$ cat config.mk
export PLATFORM = sky130hd
export DESIGN_NAME = branch_resolve_controller
export DESIGN_NICKNAME = d
export VERILOG_FILES = /design/src/rtl/branch_ctrl_pkg.sv /design/src/rtl/branch_hazard_detect.sv /design/src/rtl/branch_resolve_controller.sv
export SDC_FILE = /design/constraint.sdc
export NUM_CORES = 1
export LEC_CHECK = 0
export CAP_MARGIN = 40
export CORE_ASPECT_RATIO = 0.9
export CORE_MARGIN = 2
export CORE_UTILIZATION = 30
export CTS_CLUSTER_SIZE = 20
export DETAILED_ROUTE_END_ITERATION = 8
export PLACE_DENSITY = 0.59
export SKIP_LAST_GASP = 1
export SLEW_MARGIN = 20
export SYNTH_ARGS = -nofsm -noshare
export SYNTH_HDL_FRONTEND = slang
export SYNTH_SLANG_ARGS = --single-unit
$ cat constraint.sdc
create_clock -name clk -period 6 [get_ports clk]
set_clock_uncertainty 0.1 [all_clocks]
set_input_delay 1.2 -clock clk [delete_from_list [all_inputs] [get_ports clk]]
set_output_delay 1.2 -clock clk [all_outputs]
set_load 0.05 [all_outputs]
$ cat src/rtl/branch_ctrl_pkg.sv
// Shared types and constants for the branch resolve controller and its hazard decode.
package branch_ctrl_pkg;

  typedef enum logic [1:0] {
    IDLE,
    STALL2,
    RESOLVE
  } brState_e;

  typedef logic [1:0] fwdSel_t;

  localparam fwdSel_t FWD_RF    = 2'b00;
  localparam fwdSel_t FWD_EXMEM = 2'b01;
  localparam fwdSel_t FWD_MEMWB = 2'b10;

  localparam int unsigned CNT_W = 16;

  // A pending write hits a source register unless that register is $zero.
  function automatic logic regHit(input logic we, input logic [4:0] wr, input logic [4:0] r);
    return we & (wr == r) & (r != 5'd0);
  endfunction

endpackage

$ cat src/rtl/branch_hazard_detect.sv
// Combinational hazard and forwarding decode for the ID-stage branch comparator.
module branch_hazard_detect
  import branch_ctrl_pkg::*;
(
  input  logic       [4:0] idRs,
  input  logic       [4:0] idRt,
  input  logic             exRegWrite,
  input  logic             exMemRead,
  input  logic       [4:0] exWriteReg,
  input  logic             memRegWrite,
  input  logic             memMemRead,
  input  logic       [4:0] memWriteReg,
  input  logic             wbRegWrite,
  input  logic       [4:0] wbWriteReg,
  output logic       [1:0] need,
  output fwdSel_t          fwdA,
  output fwdSel_t          fwdB
);

  logic exHitA, exHitB, memHitA, memHitB, wbHitA, wbHitB;
  logic exHit, memHit;

  always_comb begin
    exHitA  = regHit(exRegWrite, exWriteReg, idRs);
    exHitB  = regHit(exRegWrite, exWriteReg, idRt);
    memHitA = regHit(memRegWrite, memWriteReg, idRs);
    memHitB = regHit(memRegWrite, memWriteReg, idRt);
    wbHitA  = regHit(wbRegWrite, wbWriteReg, idRs);
    wbHitB  = regHit(wbRegWrite, wbWriteReg, idRt);
    exHit   = exHitA | exHitB;
    memHit  = memHitA | memHitB;

    need = 2'd0;
    if (exMemRead & exHit)
      need = 2'd2;
    else if (exHit | (memMemRead & memHit))
      need = 2'd1;

    // A load in MEM has no data yet, so it cannot feed the comparator.
    fwdA = FWD_RF;
    if (memHitA & ~memMemRead)
      fwdA = FWD_EXMEM;
    else if (wbHitA)
      fwdA = FWD_MEMWB;

    fwdB = FWD_RF;
    if (memHitB & ~memMemRead)
      fwdB = FWD_EXMEM;
    else if (wbHitB)
      fwdB = FWD_MEMWB;
  end

endmodule

$ cat src/rtl/branch_resolve_controller.sv
// ID-stage branch resolution: stalls on operand hazards, selects forwarding, and counts stalls/taken branches.
module branch_resolve_controller
  import branch_ctrl_pkg::*;
(
  input  logic             clk,
  input  logic             reset,
  input  logic             id_beq,
  input  logic             id_bne,
  input  logic [4:0]       id_rs,
  input  logic [4:0]       id_rt,
  input  logic             ex_reg_write,
  input  logic             ex_mem_read,
  input  logic [4:0]       ex_write_reg,
  input  logic             mem_reg_write,
  input  logic             mem_mem_read,
  input  logic [4:0]       mem_write_reg,
  input  logic             wb_reg_write,
  input  logic [4:0]       wb_write_reg,
  input  logic             zero,
  input  logic             cnt_clear,
  output logic             stall,
  output logic [1:0]       fwd_a,
  output logic [1:0]       fwd_b,
  output logic             pc_src,
  output logic             if_flush,
  output logic [CNT_W-1:0] taken_count,
  output logic [CNT_W-1:0] stall_count
);

  localparam logic [CNT_W-1:0] CNT_MAX = '1;

  brState_e         state, stateNext;
  logic [1:0]       need;
  fwdSel_t          hzFwdA, hzFwdB;
  logic             branch, taken, resolve;
  logic [CNT_W-1:0] takenCnt, stallCnt;

  branch_hazard_detect uHazard (
    .idRs        (id_rs),
    .idRt        (id_rt),
    .exRegWrite  (ex_reg_write),
    .exMemRead   (ex_mem_read),
    .exWriteReg  (ex_write_reg),
    .memRegWrite (mem_reg_write),
    .memMemRead  (mem_mem_read),
    .memWriteReg (mem_write_reg),
    .wbRegWrite  (wb_reg_write),
    .wbWriteReg  (wb_write_reg),
    .need        (need),
    .fwdA        (hzFwdA),
    .fwdB        (hzFwdB)
  );

  always_comb begin
    branch    = id_beq | id_bne;
    taken     = (id_bne & ~id_beq) ? ~zero : zero;
    stateNext = state;
    stall     = 1'b0;
    resolve   = 1'b0;

    case (state)
      IDLE: begin
        if (branch) begin
          if (need == 2'd0) begin
            resolve = 1'b1;
          end else begin
            stall     = 1'b1;
            stateNext = (need == 2'd2) ? STALL2 : RESOLVE;
          end
        end
      end
      STALL2: begin
        stall     = 1'b1;
        stateNext = RESOLVE;
      end
      RESOLVE: begin
        resolve   = 1'b1;
        stateNext = IDLE;
      end
      default: stateNext = IDLE;
    endcase

    // Outputs are quiet while reset is held, even if the inputs still show a branch.
    if (!reset) begin
      stall   = 1'b0;
      resolve = 1'b0;
    end

    pc_src   = resolve & branch & taken;
    if_flush = pc_src;
    fwd_a    = resolve ? hzFwdA : FWD_RF;
    fwd_b    = resolve ? hzFwdB : FWD_RF;
  end

  always_ff @(posedge clk or negedge reset) begin
    if (!reset) begin
      state    <= IDLE;
      takenCnt <= '0;
      stallCnt <= '0;
    end else begin
      state <= stateNext;
      if (cnt_clear) begin
        takenCnt <= '0;
        stallCnt <= '0;
      end else begin
        if (stall && stallCnt != CNT_MAX)
          stallCnt <= stallCnt + 1'b1;
        if (pc_src && takenCnt != CNT_MAX)
          takenCnt <= takenCnt + 1'b1;
      end
    end
  end

  assign taken_count = takenCnt;
  assign stall_count = stallCnt;

endmodule

==> results of run 1 <==
[kinds of logic (layout without fill, tap and decap cells)]
family	after synthesis	after routing
buffers and inverters	19	92
AO/OA/AOI/OAI	47	47
XOR/XNOR	30	30
AND/OR/NAND/NOR	139	139
flip-flops	34	34
multiplexers	13	13
adder cells (fa/ha/maj)	2	2
[layout by cell type, fill, tap and decap left out, types with 3 or more instances in the layout]
cell	instances
o31ai_1	7
buf_4	5
o21ai_0	13
or3_1	13
xor2_1	12
or4_1	6
nand3_1	13
dfrtp_1	34
clkdlybuf4s50_1	73
nor2_1	22
mux2_4	9
nand2_1	12
nor2b_1	13
mux2_1	3
and2_1	5
a21oi_1	20
and3_1	3
nor3_1	5
clkbuf_8	6
inv_1	5
nor4_2	8
nor4_1	6
nand4_1	13
xnor2_1	18
[cell usage after synthesis, types with 3 or more instances]
cell,number
inv_1,5
buf_2,3
or3_1,13
mux2_4,9
nor4_2,8
and2_1,5
o21ai_0,13
nor2b_1,13
clkbuf_1,7
nor4_1,6
nor2_1,22
nand2_1,12
and3_1,3
dfrtp_1,34
nand4_1,13
xnor2_1,18
a21oi_1,20
xor2_1,12
mux2_1,3
nor3_1,6
or4_1,6
nand3_1,13
o31ai_1,7
[area by class of cell]
class / instances / area [µm²]
clock buffer: 7 / 86.3
clock inverter: 1 / 5.00
fill: 873 / 4940
inverter: 5 / 18.8
multi-input combinational: 231 / 1660
sequential: 34 / 851
tap: 119 / 149
timing repair buffer: 79 / 773
[per-stage QoR]
stage               cell area [µm²]  setup slack [ns]  instances  util [%]  hold slack [ns]
detailed placement             3450             0.583        468      40.7            0.396
CTS                            3540             0.561        476      41.7            0.404
global placement               3450             0.612        468      40.7            0.379
floorplan                      2600             0.710        284         -            0.337
finish                         3540             0.610        476      41.7            0.407
global route                   3540             0.465        476      41.7            0.412
[power groups by stage]
stage | clock network (mW) | registers, mW | logic [mW]
2_1_floorplan | 0 | 0.238 | 0.0471
3_3_place_gp | 0 | 0.236 | 0.100
3_5_place_dp | 0 | 0.236 | 0.0998
4_1_cts | 0.189 | 0.232 | 0.100
5_1_grt | 0.197 | 0.232 | 0.108
6_report | 0.181 | 0.232 | 0.0987
[layer usage]
layer  vias up  part of all wire (%)  global-route usage (%)
li1       1198                     -                       -
met3        13                   4.9                    2.90
met1      1120                    47                    21.0
met5         -                     0                       0
met2        66                    46                    24.0
met4         0                   2.2                    5.11
[worst min-delay path by stage]
stage | cells after the start | endpoint | slack [ns]
6_report | 1 | state[0] | 0.41
5_1_grt | 1 | state[0] | 0.41
4_1_cts | 1 | state[0] | 0.40
3_3_place_gp | 1 | state[0] | 0.38
3_5_place_dp | 1 | state[0] | 0.40
2_1_floorplan | 1 | state[0] | 0.34
[registers in the layout, indices dropped and copies added (netlist names)]
name and flops:
stall_count 16, state 2, taken_count 16
==> impl_metrics.ini, run 1 <==
[status]
status = finished clean

[timing]
slew_violations = 0
tns_ns = 0
worstMarginPinSlew_ns = 0.691
rsz0062_at_grt = false
finalHoldViolCount = 0
setup_violations = 0
relSlewSlack_pct = 53.7
fmax_mhz = 186
period_needed_ns = 5.39
finalCritPeriodShare_pct = 89.8

[logic_synthesis]
synth_xor_area_share_pct = 10.1
synth-seq-cells = 34
synth.distinct_cells = 47
yosysTopAreaCell = dfrtp_1
ys_seq_area_share_pct = 32.8
syn_inst = 284
synth_top_area_share_pct = 32.8
syn_area_per_cell_um2 = 9.15
synthTopCellsByArea = dfrtp_1 (33%), xnor2_1 (6.1%), mux2_4 (5.2%), xor2_1 (4.0%), a21oi_1 (3.9%)
ys.flop_type = dfrtp_1
synth_edf_count = 0
synthesis.area_um2 = 2600
muxShareOfSynthArea_pct = 6.89
synthSimpleGateAreaFrac_pct = 34.5
synth-compound-area-share_pct = 11.0
synth_top_family_by_area = simple AND/OR/NAND/NOR gates
ys_async_sr_fraction_pct = 100
syn-num-nets = 322
synth_fa_ha_area_share_pct = 0.963
yosys_warnings = 0

[pwr]
power_leakage_nw = 1.26
combinationalPowerShare_pct = 19.3
total_power_mw = 0.512
p_sw_mw = 0.145
max-vdd-ir-drop_mv = 0.0693
p_sw_share_pct = 28.3
p_int_mw = 0.367
p_clk_share_pct = 35.4
power_per_cell_area_nw_per_um2 = 144
p_seq_share_pct = 45.3

[cts]
h-tree-depth = 2
post_cts_resized = 0
clkSlewWorstSetupHoldPaths_ns = 0.07
cts-buffers-inserted = 5
postCtsSetupRepairBufs = 0
cts_tree = built
clk_latency_ns = 0.29
cts_sinks = 34
cts_root_buf = clkbuf_8
hold_buffers = 0
clockBufferDepth = 2

[critical_path]
worst-path-buf-inv = 2
crit_chain = clkdlybuf4s50_1 -> or4_4 -> nor2_4 -> nor3_1 -> o21ai_1 -> a31oi_2 -> nor4_1 -> clkdlybuf4s50_1
path_depth = 8
arrival_ns = 4.09
setup.worst_path.start = id_rs[3]
worstSetupPathType = in -> out
crit_end = fwd_b[1]
cp.required_ns = 4.70
rr_endpoint = stall_count[15]
crit_path_end_kind = output pin
start_kind = primary input
crit_top_cell = clkdlybuf4s50_1
path_max_fanout = 4
critPathTopFamily = buffers and inverters
critical-path-max-stage-delay_ns = 0.86
slowest_stage = clkdlybuf4s50_1
reg2reg_depth = 7
rrSetupSlack_ns = 3.34
rr_startpoint = stall_count[0]

[detailed_routing]
dr.first_iter.drc_count = 137
ant_nets = 0
drc = 0
via_count = 2397
viasPerCell = 5.04
routedWlPerCell_um = 14.4
routed_wl_um = 6870
dr.pass1.iters = 4

[placement]
dp.final_hpwl_um = 5210
portBuffers = 74
gp_congestion = 0.871

[global_routing]
grt_antenna_before_repair = 0
grt_pass1_wl_um = 11600
grt_pass1_vias = 2388
grt.overflow.total = 0
grt_start_max_net_pins = 46
track_usage_pct = 15.3

[floorplanning]
num_rows = 32
die-height_um = 92.3
fp.dieW_um = 102
start_util_pct = 30.6
dieArea_um2 = 9420
ios = 75
core_um2 = 8490

[worst_hold_path]
hp-start = state[0]
hold_class = reg -> reg

[final_layout]
drive_above_1_share_pct = 13.4
area_growth_syn_to_layout_pct = 36.4
nets = 394
n_antenna_cell = 0

[job]
maxCapViolCount = 0
No activity file was read; power rests on OpenSTA's default activity.
==> run 2, diff against run 1 <==
==> constraint.sdc (replaced) <==
create_clock -name clk -period 7 [get_ports clk]
set_clock_uncertainty 0.1 [all_clocks]
set_input_delay 1.4 -clock clk [delete_from_list [all_inputs] [get_ports clk]]
set_output_delay 1.4 -clock clk [all_outputs]
set_load 0.05 [all_outputs]
==> run 2 against run 1 <==
Compared with the run above:
- flip-flop and latch count is the same
- utilization shrank 0.18 points
- sequential share of layout area grew 0.10 points
- register-to-register slack gained 1.0 ns
- setup slack gained 0.51 ns
- highest routed layer unchanged
- clock-buffer cell count is the same
- critical path type unchanged
- global-route usage shrank 1.1 points
- combinational power shrank 16%
- non-clock buffer count is the same
- wire length shrank 5.2%
- hold slack lost 0.016 ns
==> impl_metrics.ini, run 2 (same netlist as run 1, synthesis figures left out) <==
[floorplanning]
dieArea_um2 = 9420
num_rows = 32
fp.dieW_um = 102
start_util_pct = 30.6
ios = 75
die-height_um = 92.3
core_um2 = 8490

[cts]
cts-buffers-inserted = 5
postCtsSetupRepairBufs = 0
post_cts_resized = 0
clk_latency_ns = 0.28
hold_buffers = 0
cts_root_buf = clkbuf_8
cts_sinks = 34
cts_tree = built
clkSlewWorstSetupHoldPaths_ns = 0.07
clockBufferDepth = 2
h-tree-depth = 2

[global_routing]
grt_pass1_wl_um = 10700
grt_start_max_net_pins = 46
grt.overflow.total = 0
track_usage_pct = 14.1
grt_antenna_before_repair = 0
grt_pass1_vias = 2314

[critical_path]
start_kind = primary input
path_depth = 9
crit_path_end_kind = output pin
crit_end = fwd_a[1]
rr_endpoint = stall_count[8]
setup.worst_path.start = id_rt[2]
crit_top_cell = clkdlybuf4s50_1
worst-path-buf-inv = 2
cp.required_ns = 5.50
arrival_ns = 4.38
rrSetupSlack_ns = 4.38
worstSetupPathType = in -> out
path_max_fanout = 13
crit_chain = clkdlybuf4s50_1 -> or4_4 -> nor2_4 -> nor4_2 -> o21ai_2 -> a31oi_2 -> nor2_1 -> and3_1 -> clkdlybuf4s50_1
slowest_stage = clkdlybuf4s50_1
reg2reg_depth = 7
rr_startpoint = stall_count[0]
critPathTopFamily = buffers and inverters
critical-path-max-stage-delay_ns = 0.80

[detailed_routing]
via_count = 2426
routedWlPerCell_um = 13.7
routed_wl_um = 6510
ant_nets = 0
dr.pass1.iters = 4
drc = 0
viasPerCell = 5.11
dr.first_iter.drc_count = 71

[timing]
relSlewSlack_pct = 55.5
fmax_mhz = 170
fin_ws_ns = 1.12
finalCritPeriodShare_pct = 83.9
worstMarginPinSlew_ns = 0.663
tns_ns = 0
period_needed_ns = 5.88
rsz0062_at_grt = false
slew_violations = 0
finalHoldViolCount = 0
setup_violations = 0

[placement]
place_inst = 468
pre_cts_ws_ns = 1.09
gp_congestion = 0.886
dpl_cell_area_um2 = 3450
dp.final_hpwl_um = 5020
portBuffers = 74

[final_layout]
area_growth_syn_to_layout_pct = 35.8
n_antenna_cell = 0
final_cell_mix = clkdlybuf4s50_1 (73), dfrtp_1 (34), nor2_1 (22)
final_cell_area_um2 = 3530
fill_cells = 865
nets = 394
drive_above_1_share_pct = 12.9
final_common_cell = clkdlybuf4s50_1
utilization_pct = 41.6
fin_cells = 475

[pwr]
p_int_mw = 0.304
max-vdd-ir-drop_mv = 0.0582
power_leakage_nw = 1.25
p_seq_share_pct = 47.2
power_per_cell_area_nw_per_um2 = 119
p_sw_mw = 0.117
p_clk_share_pct = 33.0
p_sw_share_pct = 27.8
combinationalPowerShare_pct = 19.8

[status]
status = finished clean

[job]
maxCapViolCount = 0

[worst_hold_path]
hold_class = reg -> reg
-- run 2: cell types whose count changed in the layout (fill, tap and decap cells not counted) --
cell / delta
clkbuf_1: +1
clkbuf_8: -1
clkinv_2: -1
-- run 2: final cells by class --
type / instances / area (µm²) / share of cell area, %
clock buffer: 7 / 76.3 / 2.16
sequential: 34 / 851 / 24.1
tap: 119 / 149 / 4.22
timing repair buffer: 79 / 773 / 21.9
multi-input combinational: 231 / 1660 / 47.1
inverter: 5 / 18.8 / 0.532
-- run 2: worst reg2reg max path, stage by stage (launching register included) --
cell and delay (ns):
dfrtp_1 0.42, ha_1 0.18, and3_1 0.21, nand4_1 0.25
nor3_2 0.65, buf_4 0.32, nor4b_2 0.08, mux2_4 0.30
-- run 2: stage by stage --
step	power [mW]	hold slack, ns
after floorplan	0.245	0.337
after global placement	0.287	0.388
after detailed placement	0.287	0.384
after CTS	0.428	0.396
after global routing	0.443	0.429
final	0.421	0.392
-- run 2: worst min path at each step --
stage | from | to | slack (ns) | cells after the start
floorplan | state[0] | state[0] | 0.34 | 1
global placement | state[0] | state[0] | 0.39 | 1
detailed placement | state[0] | state[0] | 0.38 | 1
CTS | state[0] | state[0] | 0.40 | 1
global route | state[0] | state[0] | 0.43 | 1
finish | state[0] | state[0] | 0.39 | 1
-- run 2: power groups by stage --
stage | logic (mW) | registers (mW) | clock network (mW)
after detailed placement | 0.0843 | 0.202 | 0
final | 0.0833 | 0.199 | 0.139
after CTS | 0.0846 | 0.199 | 0.145
after global routing | 0.0911 | 0.199 | 0.153
after floorplan | 0.0403 | 0.204 | 0
after global placement | 0.0841 | 0.202 | 0
-- run 2: layer usage --
layer  up-vias  GRT usage (%)  part of all wire (%)
li1       1195              -                     -
met1      1150           18.9                    48
met2        71           22.3                    45
met3        10           3.13                   5.1
met4         0           5.11                   1.7
met5         -              0                     0
==> run 3, diff against run 2 <==
--- a/config.mk
+++ b/config.mk
@@ -11,7 +11,7 @@
 export CORE_UTILIZATION = 30
 export CTS_CLUSTER_SIZE = 20
 export DETAILED_ROUTE_END_ITERATION = 8
-export PLACE_DENSITY = 0.59
+export PLACE_DENSITY = 0.61
 export SKIP_LAST_GASP = 1
 export SLEW_MARGIN = 20
 export SYNTH_ARGS = -nofsm -noshare
==> constraint.sdc (replaced) <==
create_clock -name clk -period 4.8 [get_ports clk]
set_clock_uncertainty 0.1 [all_clocks]
set_input_delay 0.96 -clock clk [delete_from_list [all_inputs] [get_ports clk]]
set_output_delay 0.96 -clock clk [all_outputs]
set_load 0.05 [all_outputs]
==> run 3 against run 2 <==
Compared with the run above:
- final area rose by 2.4%
- critical path depth fell by 1
- clock-buffer cell count did not move
- global-route usage rose by 0.42 points
- sequential share of layout area fell by 0.58 points
- die area did not move
- via count fell by 0.45%
- clock power rose by 60%
- critical path type unchanged
==> impl_metrics.ini, run 3 (same netlist as run 1, synthesis figures left out) <==
[critical_path]
critical-path-max-stage-delay_ns = 0.59
crit_top_cell = nor4_2
rrSetupSlack_ns = 2.13
crit_chain = clkdlybuf4s50_1 -> or4_4 -> nor2_4 -> nor4_2 -> o21ai_2 -> a31oi_2 -> nor4_2 -> buf_12
rr_startpoint = stall_count[0]
setup.worst_path.start = id_rt[1]
path_max_fanout = 4
arrival_ns = 3.22
crit_path_end_kind = output pin
worstSetupPathType = in -> out
cp.required_ns = 3.74
critPathTopFamily = simple AND/OR/NAND/NOR gates
reg2reg_depth = 7
slowest_stage = or4_4
rr_endpoint = stall_count[13]
worst-path-buf-inv = 2
start_kind = primary input

[final_layout]
drive_above_1_share_pct = 15.9
fin_cells = 477
area_growth_syn_to_layout_pct = 39.2
final_common_cell = clkdlybuf4s50_1
final_cell_area_um2 = 3610
n_antenna_cell = 0
nets = 395
final_cell_mix = clkdlybuf4s50_1 (66), dfrtp_1 (34), nor2_1 (22)

[pwr]
max-vdd-ir-drop_mv = 0.0885
power_per_cell_area_nw_per_um2 = 177
power_leakage_nw = 1.29

[cts]
cts_sinks = 34
clk_latency_ns = 0.28
clkSlewWorstSetupHoldPaths_ns = 0.06
cts-buffers-inserted = 5
clockBufferDepth = 2
postCtsSetupRepairBufs = 0
post_cts_resized = 0
cts_tree = built
h-tree-depth = 2
cts_root_buf = clkbuf_8
hold_buffers = 0

[global_routing]
grt_antenna_before_repair = 0
grt_pass1_vias = 2389
grt_pass1_wl_um = 11000
grt.overflow.total = 0
track_usage_pct = 14.6
grt_start_max_net_pins = 34

[timing]
fmax_mhz = 233
finalHoldViolCount = 0
period_needed_ns = 4.28
setup_violations = 0
relSlewSlack_pct = 49.3
slew_violations = 0
finalCritPeriodShare_pct = 89.2
rsz0062_at_grt = false
worstMarginPinSlew_ns = 0.756
tns_ns = 0

[placement]
gp_congestion = 0.773
dp.final_hpwl_um = 5190
portBuffers = 74
dpl_cell_area_um2 = 3520
place_inst = 469

[worst_hold_path]
hold_class = reg -> reg
min_to = state[0]
whs_path_depth = 1
hp-start = state[0]

[floorplanning]
fp.dieW_um = 102
dieArea_um2 = 9420
core_um2 = 8490
num_rows = 32
ios = 75
start_util_pct = 30.6
die-height_um = 92.3

[detailed_routing]
routedWlPerCell_um = 14.0
via_count = 2415
routed_wl_um = 6680
ant_nets = 0
dr.first_iter.drc_count = 60
drc = 0
dr.pass1.iters = 4
viasPerCell = 5.06

[job]
maxCapViolCount = 0

[status]
status = finished clean
## run 3: report_power, final
group,internal (mW),switching (mW)
clock,0.116,0.106
combinational,0.0582,0.0680
sequential,0.288,0.00204
## run 3: per-stage QoR
step	power, mW	utilization (%)	worst slack (ns)	hold slack, ns
floorplan	0.357	-	0.00129	0.337
global placement	0.422	41.5	0.562	0.372
detailed placement	0.423	41.5	0.516	0.367
CTS	0.651	42.6	0.518	0.381
global route	0.670	42.6	0.411	0.403
finish	0.638	42.6	0.516	0.376
## run 3: area by class of cell
| type | count | area (µm²) |
|---|---|---|
| Clock buffer | 7 | 86.3 |
| Clock inverter | 1 | 5.00 |
| Fill cell | 860 | 4870 |
| Inverter | 5 | 18.8 |
| Multi-Input combinational cell | 231 | 1670 |
| Sequential cell | 34 | 851 |
| Tap cell | 119 | 149 |
| Timing Repair Buffer | 80 | 838 |
## run 3: routing by layer
layer	up-vias	share of wire (%)	wire (µm)	track usage (%)
met5	-	0	0	0
met4	0	1.2	79	4.33
met3	7	4.8	321	3.81
met2	56	50	3320	23.8
met1	1157	44	2960	18.8
li1	1195	-	-	-
## run 3: worst max path at each step
stage | to | slack, ns | cells past startpoint
2_1_floorplan | pc_src | 0.001 | 8
3_3_place_gp | fwd_b[1] | 0.56 | 8
3_5_place_dp | fwd_b[1] | 0.52 | 8
4_1_cts | fwd_b[1] | 0.52 | 8
5_1_grt | fwd_b[1] | 0.41 | 8
6_report | fwd_b[1] | 0.52 | 8
